$ cat src/rtl/io_channel_port.sv
// io_channel_port: host-side end of the machine's in/out channels.
// Input FIFO fed by the host and drained by a one-request/one-response read FSM;
// output FIFO fed by the machine and drained by the host through a registered head.
//
// state | meaning
// ------+--------------------------------------------------------------
// IDLE  | waiting for inReq; a request pops the head (if any) into inData
// RESP  | inAck high for this single cycle, then back to IDLE
module io_channel_port #(
    parameter int MemoryElementWidth = 12,
    parameter int NIn                = 3,
    parameter int NOut               = 6
) (
    input  logic                          clock,
    input  logic                          reset,
    input  logic                          clear,
    input  logic                          hostInValid,
    input  logic [MemoryElementWidth-1:0] hostInData,
    output logic                          hostInReady,
    output logic [MemoryElementWidth-1:0] inSize,
    input  logic                          inReq,
    output logic                          inAck,
    output logic                          inHit,
    output logic [MemoryElementWidth-1:0] inData,
    input  logic                          outValid,
    input  logic [MemoryElementWidth-1:0] outData,
    output logic                          outReady,
    output logic [MemoryElementWidth-1:0] outCount,
    output logic                          hostOutValid,
    output logic [MemoryElementWidth-1:0] hostOutData,
    input  logic                          hostOutReady
);

    localparam int W   = MemoryElementWidth;
    localparam int IPW = (NIn  > 1) ? $clog2(NIn)  : 1;
    localparam int OPW = (NOut > 1) ? $clog2(NOut) : 1;

    localparam logic [IPW-1:0] IN_LAST  = IPW'(NIn - 1);
    localparam logic [OPW-1:0] OUT_LAST = OPW'(NOut - 1);
    localparam logic [W-1:0]   IN_FULL  = W'(NIn);
    localparam logic [W-1:0]   OUT_FULL = W'(NOut);

    typedef enum logic {
        ST_IDLE = 1'b0,
        ST_RESP = 1'b1
    } rd_state_t;

    // ------------------------------------------------------------------
    // Input channel
    // ------------------------------------------------------------------
    logic [W-1:0]   in_mem [NIn];
    logic [IPW-1:0] in_wr_ptr;
    logic [IPW-1:0] in_rd_ptr;
    logic [W-1:0]   in_count;
    logic [W-1:0]   in_data_q;
    logic           in_hit_q;
    logic           in_push;
    logic           in_pop;
    logic           req_accept;
    rd_state_t      state;
    rd_state_t      state_next;

    function automatic logic [IPW-1:0] in_inc(input logic [IPW-1:0] p);
        return (p == IN_LAST) ? '0 : p + IPW'(1);
    endfunction

    function automatic logic [OPW-1:0] out_inc(input logic [OPW-1:0] p);
        return (p == OUT_LAST) ? '0 : p + OPW'(1);
    endfunction

    // No pass-through: readiness depends only on the current fill level.
    assign hostInReady = (in_count != IN_FULL);
    assign in_push     = hostInValid && hostInReady && !clear;
    assign inSize      = in_count;
    assign inAck       = (state == ST_RESP);
    assign inHit       = in_hit_q;
    assign inData      = in_data_q;

    // Read FSM next state; clear forces IDLE and suppresses the pop.
    always_comb begin
        state_next = state;
        req_accept = 1'b0;
        in_pop     = 1'b0;
        unique case (state)
            ST_IDLE: begin
                if (inReq) begin
                    state_next = ST_RESP;
                    req_accept = 1'b1;
                    in_pop     = (in_count != '0);
                end
            end
            ST_RESP: begin
                state_next = ST_IDLE;
            end
            default: begin
                state_next = ST_IDLE;
            end
        endcase
        if (clear) begin
            state_next = ST_IDLE;
            req_accept = 1'b0;
            in_pop     = 1'b0;
        end
    end

    // Read FSM state register.
    always_ff @(posedge clock or negedge reset) begin
        if (!reset) begin
            state <= ST_IDLE;
        end else begin
            state <= state_next;
        end
    end

    // Delivered word and hit flag; inData holds across a miss.
    always_ff @(posedge clock or negedge reset) begin
        if (!reset) begin
            in_data_q <= '0;
            in_hit_q  <= 1'b0;
        end else if (req_accept) begin
            in_hit_q <= in_pop;
            if (in_pop) begin
                in_data_q <= in_mem[in_rd_ptr];
            end
        end
    end

    // Input storage is not reset; only pointers and count define validity.
    always_ff @(posedge clock) begin
        if (in_push) begin
            in_mem[in_wr_ptr] <= hostInData;
        end
    end

    // Input pointers and fill count.
    always_ff @(posedge clock or negedge reset) begin
        if (!reset) begin
            in_wr_ptr <= '0;
            in_rd_ptr <= '0;
            in_count  <= '0;
        end else if (clear) begin
            in_wr_ptr <= '0;
            in_rd_ptr <= '0;
            in_count  <= '0;
        end else begin
            if (in_push) begin
                in_wr_ptr <= in_inc(in_wr_ptr);
            end
            if (in_pop) begin
                in_rd_ptr <= in_inc(in_rd_ptr);
            end
            if (in_push && !in_pop) begin
                in_count <= in_count + W'(1);
            end else if (!in_push && in_pop) begin
                in_count <= in_count - W'(1);
            end
        end
    end

    // ------------------------------------------------------------------
    // Output channel
    // ------------------------------------------------------------------
    logic [W-1:0]   out_mem [NOut];
    logic [OPW-1:0] out_wr_ptr;
    logic [OPW-1:0] out_rd_ptr;
    logic [OPW-1:0] out_rd_next;
    logic [W-1:0]   out_count;
    logic [W-1:0]   out_remaining;
    logic [W-1:0]   out_head;
    logic           out_push;
    logic           out_pop;

    assign outReady      = (out_count != OUT_FULL);
    assign hostOutValid  = (out_count != '0);
    assign hostOutData   = out_head;
    assign outCount      = out_count;
    assign out_push      = outValid && outReady && !clear;
    assign out_pop       = hostOutValid && hostOutReady && !clear;
    assign out_rd_next   = out_pop ? out_inc(out_rd_ptr) : out_rd_ptr;
    assign out_remaining = out_count - W'(out_pop);

    // Output storage is not reset.
    always_ff @(posedge clock) begin
        if (out_push) begin
            out_mem[out_wr_ptr] <= outData;
        end
    end

    // Output pointers and fill count.
    always_ff @(posedge clock or negedge reset) begin
        if (!reset) begin
            out_wr_ptr <= '0;
            out_rd_ptr <= '0;
            out_count  <= '0;
        end else if (clear) begin
            out_wr_ptr <= '0;
            out_rd_ptr <= '0;
            out_count  <= '0;
        end else begin
            if (out_push) begin
                out_wr_ptr <= out_inc(out_wr_ptr);
            end
            out_rd_ptr <= out_rd_next;
            if (out_push && !out_pop) begin
                out_count <= out_count + W'(1);
            end else if (!out_push && out_pop) begin
                out_count <= out_count - W'(1);
            end
        end
    end

    // Registered head: when the FIFO would otherwise be empty the incoming word
    // becomes the head directly, else the next stored entry is loaded.
    always_ff @(posedge clock or negedge reset) begin
        if (!reset) begin
            out_head <= '0;
        end else if (!clear) begin
            if (out_remaining == '0) begin
                if (out_push) begin
                    out_head <= outData;
                end
            end else begin
                out_head <= out_mem[out_rd_next];
            end
        end
    end

endmodule

$ cat config.mk
export PLATFORM = sky130hd
export DESIGN_NAME = io_channel_port
export DESIGN_NICKNAME = d
export VERILOG_FILES = /design/src/rtl/io_channel_port.sv
export SDC_FILE = /design/constraint.sdc
export NUM_CORES = 1
export LEC_CHECK = 0
export CELL_PAD_IN_SITES_DETAIL_PLACEMENT = 1
export CELL_PAD_IN_SITES_GLOBAL_PLACEMENT = 2
export CORE_UTILIZATION = 38
export CTS_CLUSTER_SIZE = 24
export DETAILED_ROUTE_END_ITERATION = 7
export MAX_ROUTING_LAYER = met4
export PLACE_DENSITY = 0.87
export SYNTH_ARGS = -nofsm -noshare
export SYNTH_HDL_FRONTEND = slang
export SYNTH_SLANG_ARGS = --single-unit
$ cat constraint.sdc
create_clock -name clock -period 4.52 [get_ports clock]
set_clock_uncertainty 0.2 [all_clocks]
set_input_delay 0.452 -clock clock [delete_from_list [all_inputs] [get_ports clock]]
set_output_delay 0.452 -clock clock [all_outputs]
set_load 0.02 [all_outputs]
# --- Word level (Yosys, flattened, before mapping) ---
# Memories as Yosys holds them, arrays and structs flattened. A register that Yosys moved wholly into a read port is not among the register bits.
# Index checks and enable logic that the tools add are counted.
totals:
  ff_bits: 48
  ram_bits: 108
  inputBits: 31
  out_inout_bits: 53
  word_cells: 87
  n_memories: 2
op_classes:
  addsub: 9
  eq_ne: 7
  mux: 32
  bitwise: 2
  n_reduce_logical: 26
mem_list:
  columns: ["name", "depth", "word_bits", "read_ports", "rd_clocked_by_memory_dff", "wr", "line_no", "text"]
  rows:
  - ["out_mem", 6, 12, 1, 0, 1, "163", "logic [W-1:0] out_mem [NOut];"]
  - ["in_mem", 3, 12, 1, 1, 1, "51", "logic [W-1:0] in_mem [NIn];"]
op_table:
  columns: ["operator", "n"]
  rows:
  - ["$mux W12", 8]
  - ["$add A12 B1 Y12 const B", 2]
  - ["$reduce_bool A12 Y1", 2]
  - ["$sub A12 B1 Y12 const B", 2]
  - ["$mux W3", 6]
  - ["$logic_not A12 Y1", 1]
  - ["$mux W2", 6]
  - ["$ne A12 B2 Y1 const B", 1]
  - ["$ne A12 B3 Y1 const B", 1]
  - ["$sub A12 B1 Y12", 1]
  - ["$mux W1", 11]
  - ["$logic_and A1 B1 Y1", 10]
  - ["$add A3 B1 Y3 const B", 2]
  - ["$eq A3 B3 Y1 const B", 2]
  - ["$logic_not A1 Y1", 6]
  - ["$reduce_bool A2 Y1", 3]
  - ["$reduce_bool A3 Y1", 2]
  - ["$add A2 B1 Y2 const B", 2]
  - ["$eq A2 B2 Y1 const B", 2]
  - ["$reduce_and A2 Y1", 2]
  - ["$ne A2 B2 Y1 const B", 1]
  - ["$not A1 Y1", 2]
  - ["$pmux W1 S2", 1]

# --- Depth between registers and ports, before layout ---
# Gate-level depths: netlist of run 1.
logic_depth:
  ltp_word: 8
  ltp_mapped: 15
  mapped_depth_nobuf: 14

# --- Worst setup path before layout of run 1 ---
# OpenSTA, ideal clock, no wires.
synth_path:
  path_type: "register to register"
  start: "register out_count[10], in the netlist outCount[10]"
  end: "register out_count[11], in the netlist outCount[11]"
  setup_ns: 0.125
  t_arrival_ns: 3.289
  required_ns: 4.195
  setup_slack_ns: 0.906
  stages_incl_launch_ff: 14
  path_buffers: 0
  synth_period_minus_slack_ns: 3.614
  path_cell_list: "dfrtp_1 -> nor4_4 -> nand4_1 -> o21ai_0 -> nor2_1 -> nand2_1 -> ha_1 -> a211oi_1 -> o21ai_0 -> nand3_1 -> nand3_1 -> and3_1 -> a21oi_1 -> mux2_2"
synth_via:
  elab_chain_cells: 7
  elab_cells_between_ends: 16
  cone_classes: "add/sub: 2; eq/ne: 1; mux: 3; reduce/logical: 10"
synth_lines:
  columns: ["item", "line_no", "text"]
  rows:
  - ["from (decl)", "167", "logic [W-1:0] out_count;"]
  - ["from (signal assigned)", "205", "out_count <= out_count + W'(1);"]
  - ["from (signal assigned)", "207", "out_count <= out_count - W'(1);"]
  - ["parallel branches: the longest is 7 deep, another holds $sub A12 B1 Y12", null, null]
# Parallel ways; which one is timed is not known. The select of a mux whose other input is x is not followed.
# A chain may end at the register's enable or synchronous reset.

# --- Worst setup path in the final report of run 1 ---
# Same ends and word-level chain as after synthesis.

==> impl_metrics.ini, run 1 <==
[synthesis]
async_reset_ff_share_pct = 35.71
ys_seq_elements = 168
synth_edf_count = 108
seq_area_frac_synth_pct = 54.88
synth-warning-count = 0
ys.flop_type = edfxtp_1
yosysUniqueCellTypes = 70
postSynthAreaPerCell_um2 = 11.13
syn_nets = 831
syn-cell-area_um2 = 8645
synth_cells = 777

[timing]
grt_setup_unrepaired = no
finalCritPeriodShare_pct = 90.54
final-hold-violation-count = 0
tightest_slew_ns = 1.060
whs_ns = 0.3142
slew_viol_final = 0
setup_viol = 0
timing.fmax_mhz = 244.4
period_minus_slack_ns = 4.092
fin_setup_tns_ns = 0
relSlewSlack_pct = 29.36

[placement]
dpl_cell_area_um2 = 9744
portBuffers = 83
gp_congestion = 0.8415
hpwl_um = 15060
dp_cells = 1115

[finish]
final_area_um2 = 10350
final_cell_mix = edfxtp_1, clkdlybuf4s50_1, nor2_1, nand2_1, dfrtp_1
area_growth_pct = 19.79
final_nets = 909
antenna_cells = 0
layout-drive-gt1-share_pct = 10.60
layout.cells.non_filler = 1148
final_common_cell = edfxtp_1

[global_route]
grt_util_all_layers_pct = 21.12
grt-ovfl-total = 0
grt_max_degree = 59
grt_pass1_wl_um = 37100
grt_pass1_vias = 6775
antenna_found_initial = 0

[cts]
insertion_delay_ns = 0.43
clk_pin_slew_worst_paths_ns = 0.07
cts_made_buffers = 17
clk_path_buf_depth = 2
htree_levels = 4
post_cts_buffers = 0
cts.sinks = 168
cts_tree = done
clockRootBuffer = clkbuf_16
cts_resized = 0

[setup_path]
worst_setup_path_end_kind = flop
start_kind = flop
max_stage_delay_ns = 0.45
crit_buf_inv = 1
worstPathCellList = nor4_4 > nand4_1 > o21ai_0 > nor2_1 > nand2_1 > buf_4 > ha_1 > a211oi_1 > o21ai_0 > nand3_1 > nand3_1 > and3_1 > a21oi_1 > mux2_2
crit_type = flop to flop
cp.required_ns = 4.64
crit_family = simple AND/OR/NAND/NOR gates
cp_slowest_cell = dfrtp_1
critPathMaxFanout = 11
cp_data_arrival_time_ns = 4.21

[route]
wl_per_cell_um = 19.99
drc = 1
dr.pass1.iters = 8
ant_nets = 0
routed_via_density = 5.582
wl_um = 22950
vias = 6408
drtIter0Drc = 333

[floorplan]
die-area_um2 = 23360
initial_core_util_pct = 39.13
row_count = 54
io_pins = 84
dieHeight_um = 152.8
design.core.area_um2 = 22090
die_x_um = 152.8

[pwr]
powerDensity_nw_per_um2 = 610.8
power.internal_uw = 3850
p_total_uw = 6325
clkPwrFrac_pct = 23.0
share_comb_of_total_power_pct = 43.3
p_seq_share_pct = 33.7
power.switching_uw = 2475
p_leak_uw = 0.003908
vdd_ir_drop_max_uv = 387.6
p_sw_share_pct = 39.12

[run_status]
outcome = complete, but fails checks
violations = design-rule violations

[flow_run]
drv_cap = 0

[worst_hold_path]
hp-class = flop to flop
[power groups by stage]
stage          Combinational, uW  Clock [uW]  Sequential [uW]
2_1_floorplan               1660           0             2320
3_3_place_gp                2700           0             2150
3_5_place_dp                2740           0             2160
4_1_cts                     2760        1490             2130
5_1_grt                     3010        1540             2170
6_report                    2740        1450             2130
[cells by family after synthesis]
| family | after synthesis | synth area share [%] |
|---|---|---|
| AOI/OAI and AO/OA | 167 | 13.06 |
| DFF | 168 | 54.88 |
| muxes | 59 | 7.237 |
| adders and majority gates | 23 | 3.503 |
| and+or+nand+nor | 278 | 15.65 |
| xor gates and xnor gates | 21 | 2.128 |
| buffers and inverters | 61 | 3.546 |
[state kept, by name, indices dropped and copies added, names as in the netlist]
register / flops
inAck: 1
hostOutData: 12
inSize: 12
inData: 12
in_mem: 36
out_mem: 72
inHit: 1
in_wr_ptr: 2
outCount: 12
out_wr_ptr: 3
out_rd_ptr: 3
in_rd_ptr: 2
[area by class of cell]
type | count | area (um2)
fill | 2332 | 11740
sequential | 168 | 4745
multi-input combinational | 548 | 3626
timing repair buffer | 102 | 965.9
clock buffer | 17 | 425.4
tap | 280 | 350.3
clock inverter | 15 | 175.2
inverter | 18 | 67.56
[stage by stage]
| stage | worst slack (ns) | utilization [%] |
|---|---|---|
| global route | 0.07899 | 46.87 |
| floorplan | 0.9058 | - |
| CTS | 0.4441 | 46.87 |
| finish | 0.4276 | 46.87 |
| detailed placement | 0.5062 | 44.10 |
| global placement | 0.6177 | 44.10 |
[synth_stat cells (3+ instances only)]
| cell | count | area share (%) |
|---|---|---|
| edfxtp_1 | 108 | 38 |
| nor2_1 | 78 | 3.4 |
| nand2_1 | 77 | 3.3 |
| dfrtp_1 | 60 | 17 |
| mux2i_1 | 43 | 5.0 |
| o21ai_0 | 43 | 2.5 |
| a21oi_1 | 41 | 2.4 |
| nand3_1 | 30 | 1.7 |
| clkbuf_1 | 27 | 1.2 |
| nor3_1 | 23 | 1.3 |
| ha_1 | 21 | 3.0 |
| inv_1 | 15 | 0.65 |
| mux2_2 | 15 | 2.0 |
| xnor2_1 | 15 | 1.5 |
| nor2b_1 | 12 | 0.87 |
| and3_1 | 11 | 0.80 |
| nor3b_1 | 11 | 0.96 |
| a221oi_1 | 10 | 1.0 |
| o221ai_1 | 10 | 1.0 |
| o22ai_1 | 8 | 0.58 |
| nand3b_1 | 7 | 0.61 |
| a31oi_1 | 6 | 0.43 |
| o31ai_1 | 6 | 0.52 |
| or2_2 | 6 | 0.43 |
| xor2_1 | 6 | 0.61 |
| o221ai_2 | 5 | 0.87 |
| a211oi_1 | 4 | 0.35 |
| a21boi_0 | 4 | 0.35 |
| a32o_1 | 4 | 0.46 |
| and2_1 | 4 | 0.29 |
| buf_2 | 4 | 0.23 |
| o211ai_1 | 4 | 0.35 |
| a21o_1 | 3 | 0.26 |
| buf_1 | 3 | 0.13 |
| buf_4 | 3 | 0.26 |
| nand2b_1 | 3 | 0.22 |
| o21a_1 | 3 | 0.26 |
[final timing paths]
check	from	depth (start not counted)	to	slack, ns
worst max-delay path	outCount[10]$_DFFE_PN0P_	14	outCount[11]$_DFFE_PN0P_	0.43
worst min-delay path	inData[5]$_DFFE_PN0P_	1	inData[5]$_DFFE_PN0P_	0.31
worst max register to register	outCount[10]$_DFFE_PN0P_	14	outCount[11]$_DFFE_PN0P_	0.43
worst min register to register	inData[5]$_DFFE_PN0P_	1	inData[5]$_DFFE_PN0P_	0.31
max in group asynchronous	reset	3	inData[3]$_DFFE_PN0P_	2.69
min in group asynchronous	reset	2	outCount[5]$_DFFE_PN0P_	0.45
[metal layers]
layer	track usage [%]	wire length, um
met5	-	0
met4	6.301	348
met3	3.289	730
met2	35.76	11600
met1	26.02	10270
[what timing repair did]
action | 4_1_cts | 5_1_grt
endpoints found under the hold margin | 28 | 0
endpoints found under the setup margin | 0 | 0
hold buffers | 1 | 0
No activity file was read; power rests on OpenSTA's default activity.
==> run 2, diff against run 1 <==
==> constraint.sdc (replaced) <==
create_clock -name clock -period 4.14 [get_ports clock]
set_clock_uncertainty 0.2 [all_clocks]
set_input_delay 0.414 -clock clock [delete_from_list [all_inputs] [get_ports clock]]
set_output_delay 0.414 -clock clock [all_outputs]
set_load 0.02 [all_outputs]
==> run 2 against run 1 <==
The run now ends clean. Clock power up 16%. Sequential power up 10%. Fmax up 7.3%. Routed wire length up 0.69%. Utilization up 0.23 points. Non-clock buffer count up 2. Count of clock-buffer cells in the layout unchanged. Largest cell class unchanged. Largest power group unchanged.
==> impl_metrics.ini, run 2 (same netlist as run 1, synthesis figures left out) <==
[finish]
final_cell_mix = edfxtp_1, clkdlybuf4s50_1, nor2_1, nand2_1, dfrtp_1
largest_reg_flops = 72
reg.largest.list = out_mem: 72 flops, in_mem: 36 flops
antenna_cells = 0
layout.cells.non_filler = 1150
area_growth_pct = 20.38
final_nets = 911
top_register = out_mem
layout-drive-gt1-share_pct = 11.03
final_common_cell = edfxtp_1
final_area_um2 = 10410

[floorplan]
die-area_um2 = 23360
initial_core_util_pct = 39.13
die_x_um = 152.8
io_pins = 84
design.core.area_um2 = 22090
dieHeight_um = 152.8
row_count = 54

[placement]
portBuffers = 83
dpl_cell_area_um2 = 9759
dp_cells = 1117
gp_congestion = 0.8323
hpwl_um = 14850

[setup_path]
start_kind = flop
crit_type = flop to flop
worst_setup_path_end_kind = flop
cp_data_arrival_time_ns = 3.93
cp.required_ns = 4.25
r2r_setup_slack_ns = 0.32
critPathMaxFanout = 11

[pwr]
powerDensity_nw_per_um2 = 673.5
p_total_uw = 7009
vdd_ir_drop_max_uv = 288.1
p_leak_uw = 0.003939

[route]
wl_um = 23110
drc = 0
ant_nets = 0
dr.pass1.iters = 8
routed_via_density = 5.599
drtIter0Drc = 322
wl_per_cell_um = 20.10
vias = 6439

[global_route]
antenna_found_initial = 0
grt-ovfl-total = 0
grt_util_all_layers_pct = 21.11
grt_pass1_vias = 6799
grt_pass1_wl_um = 37070
grt_max_degree = 59

[run_status]
outcome = completed

[cts]
clockRootBuffer = clkbuf_16
post_cts_buffers = 0
cts_made_buffers = 17
htree_levels = 4
cts.sinks = 168
clk_path_buf_depth = 2
clk_pin_slew_worst_paths_ns = 0.07
insertion_delay_ns = 0.44
cts_tree = done

[timing]
timing.fmax_mhz = 262.1
setup_viol = 0
slew_viol_final = 0
relSlewSlack_pct = 21.57
period_minus_slack_ns = 3.815
finalCritPeriodShare_pct = 92.16
tightest_slew_ns = 1.177
final-hold-violation-count = 0
grt_setup_unrepaired = no
fin_setup_tns_ns = 0
whs_ns = 0.1411

[flow_run]
drv_cap = 0

[worst_hold_path]
hp-class = input pin to flop
-- run 2: changes by cell type in the layout (fill, tap and decap cells not counted) --
| cell | previous run | this run |
|---|---|---|
| clkinv_8 | 5 | 2 |
| buf_4 | 18 | 20 |
| bufinv_16 | 0 | 2 |
| inv_6 | 4 | 6 |
| nor4_1 | 2 | 0 |
| nor4_2 | 0 | 2 |
| clkinv_4 | 2 | 1 |
| clkinvlp_4 | 1 | 0 |
| inv_8 | 3 | 4 |
-- run 2: metrics by stage --
| step | worst slack, ns | util, % |
|---|---|---|
| 6_report | 0.3245 | 47.10 |
| 5_1_grt | 0.03406 | 47.10 |
| 4_1_cts | 0.2128 | 47.04 |
| 3_5_place_dp | 0.2510 | 44.17 |
| 3_3_place_gp | 0.3324 | 44.17 |
| 2_1_floorplan | 0.5258 | - |
-- run 2: worst max-delay path, stage by stage, from the launching register on --
cell      delay, ns
dfrtp_1        0.42
nor4_2         0.36
nand3_1        0.11
o311a_1        0.39
or3_1          0.57
ha_1           0.44
nand2_1        0.08
o211ai_1       0.26
nand3_1        0.14
a31oi_1        0.24
mux2i_1        0.25
xor2_1         0.17
nor2_1         0.06
-- run 2: final timing paths --
kind,startpoint,to,cells past startpoint
hold / removal,clear,outCount[3]$_DFFE_PN0P_,2
hold reg to reg,inData[10]$_DFFE_PN0P_,inData[10]$_DFFE_PN0P_,1
setup reg to reg,inSize[3]$_DFFE_PN0P_,inSize[11]$_DFFE_PN0P_,12
max in group asynchronous,reset,inData[0]$_DFFE_PN0P_,3
setup / recovery,inSize[3]$_DFFE_PN0P_,inSize[11]$_DFFE_PN0P_,12
min in group asynchronous,reset,outCount[5]$_DFFE_PN0P_,2
-- run 2: routing by layer --
| metal | vias up | GRT usage (%) | routed length [um] |
|---|---|---|---|
| met2 | 123 | 35.52 | 11700 |
| met4 | 0 | 7.263 | 369 |
| met1 | 3236 | 25.88 | 10180 |
| li1 | 3052 | - | - |
| met3 | 28 | 3.232 | 865 |
| met5 | - | - | 0 |
-- run 2: final cells by class --
class                           instances  area, um2
Inverter                               18      67.56
Timing Repair Buffer                  104      980.9
Clock inverter                         15      198.9
Multi-Input combinational cell        548       3638
Tap cell                              280      350.3
Clock buffer                           17      425.4
Fill cell                            2370      11690
Sequential cell                       168       4745
-- run 2: report_power, final --
| part | total [uW] | switching, uW | internal (uW) |
|---|---|---|---|
| Clock | 1680 | 754 | 928 |
| Sequential | 2350 | 305 | 2050 |
| Combinational | 2970 | 1620 | 1350 |
-- run 2: repair_timing --
action,in CTS,in global routing
gates resized for setup,0,2
hold buffers,1,0
endpoints found under the hold margin,36,0
endpoints found under the setup margin,0,1
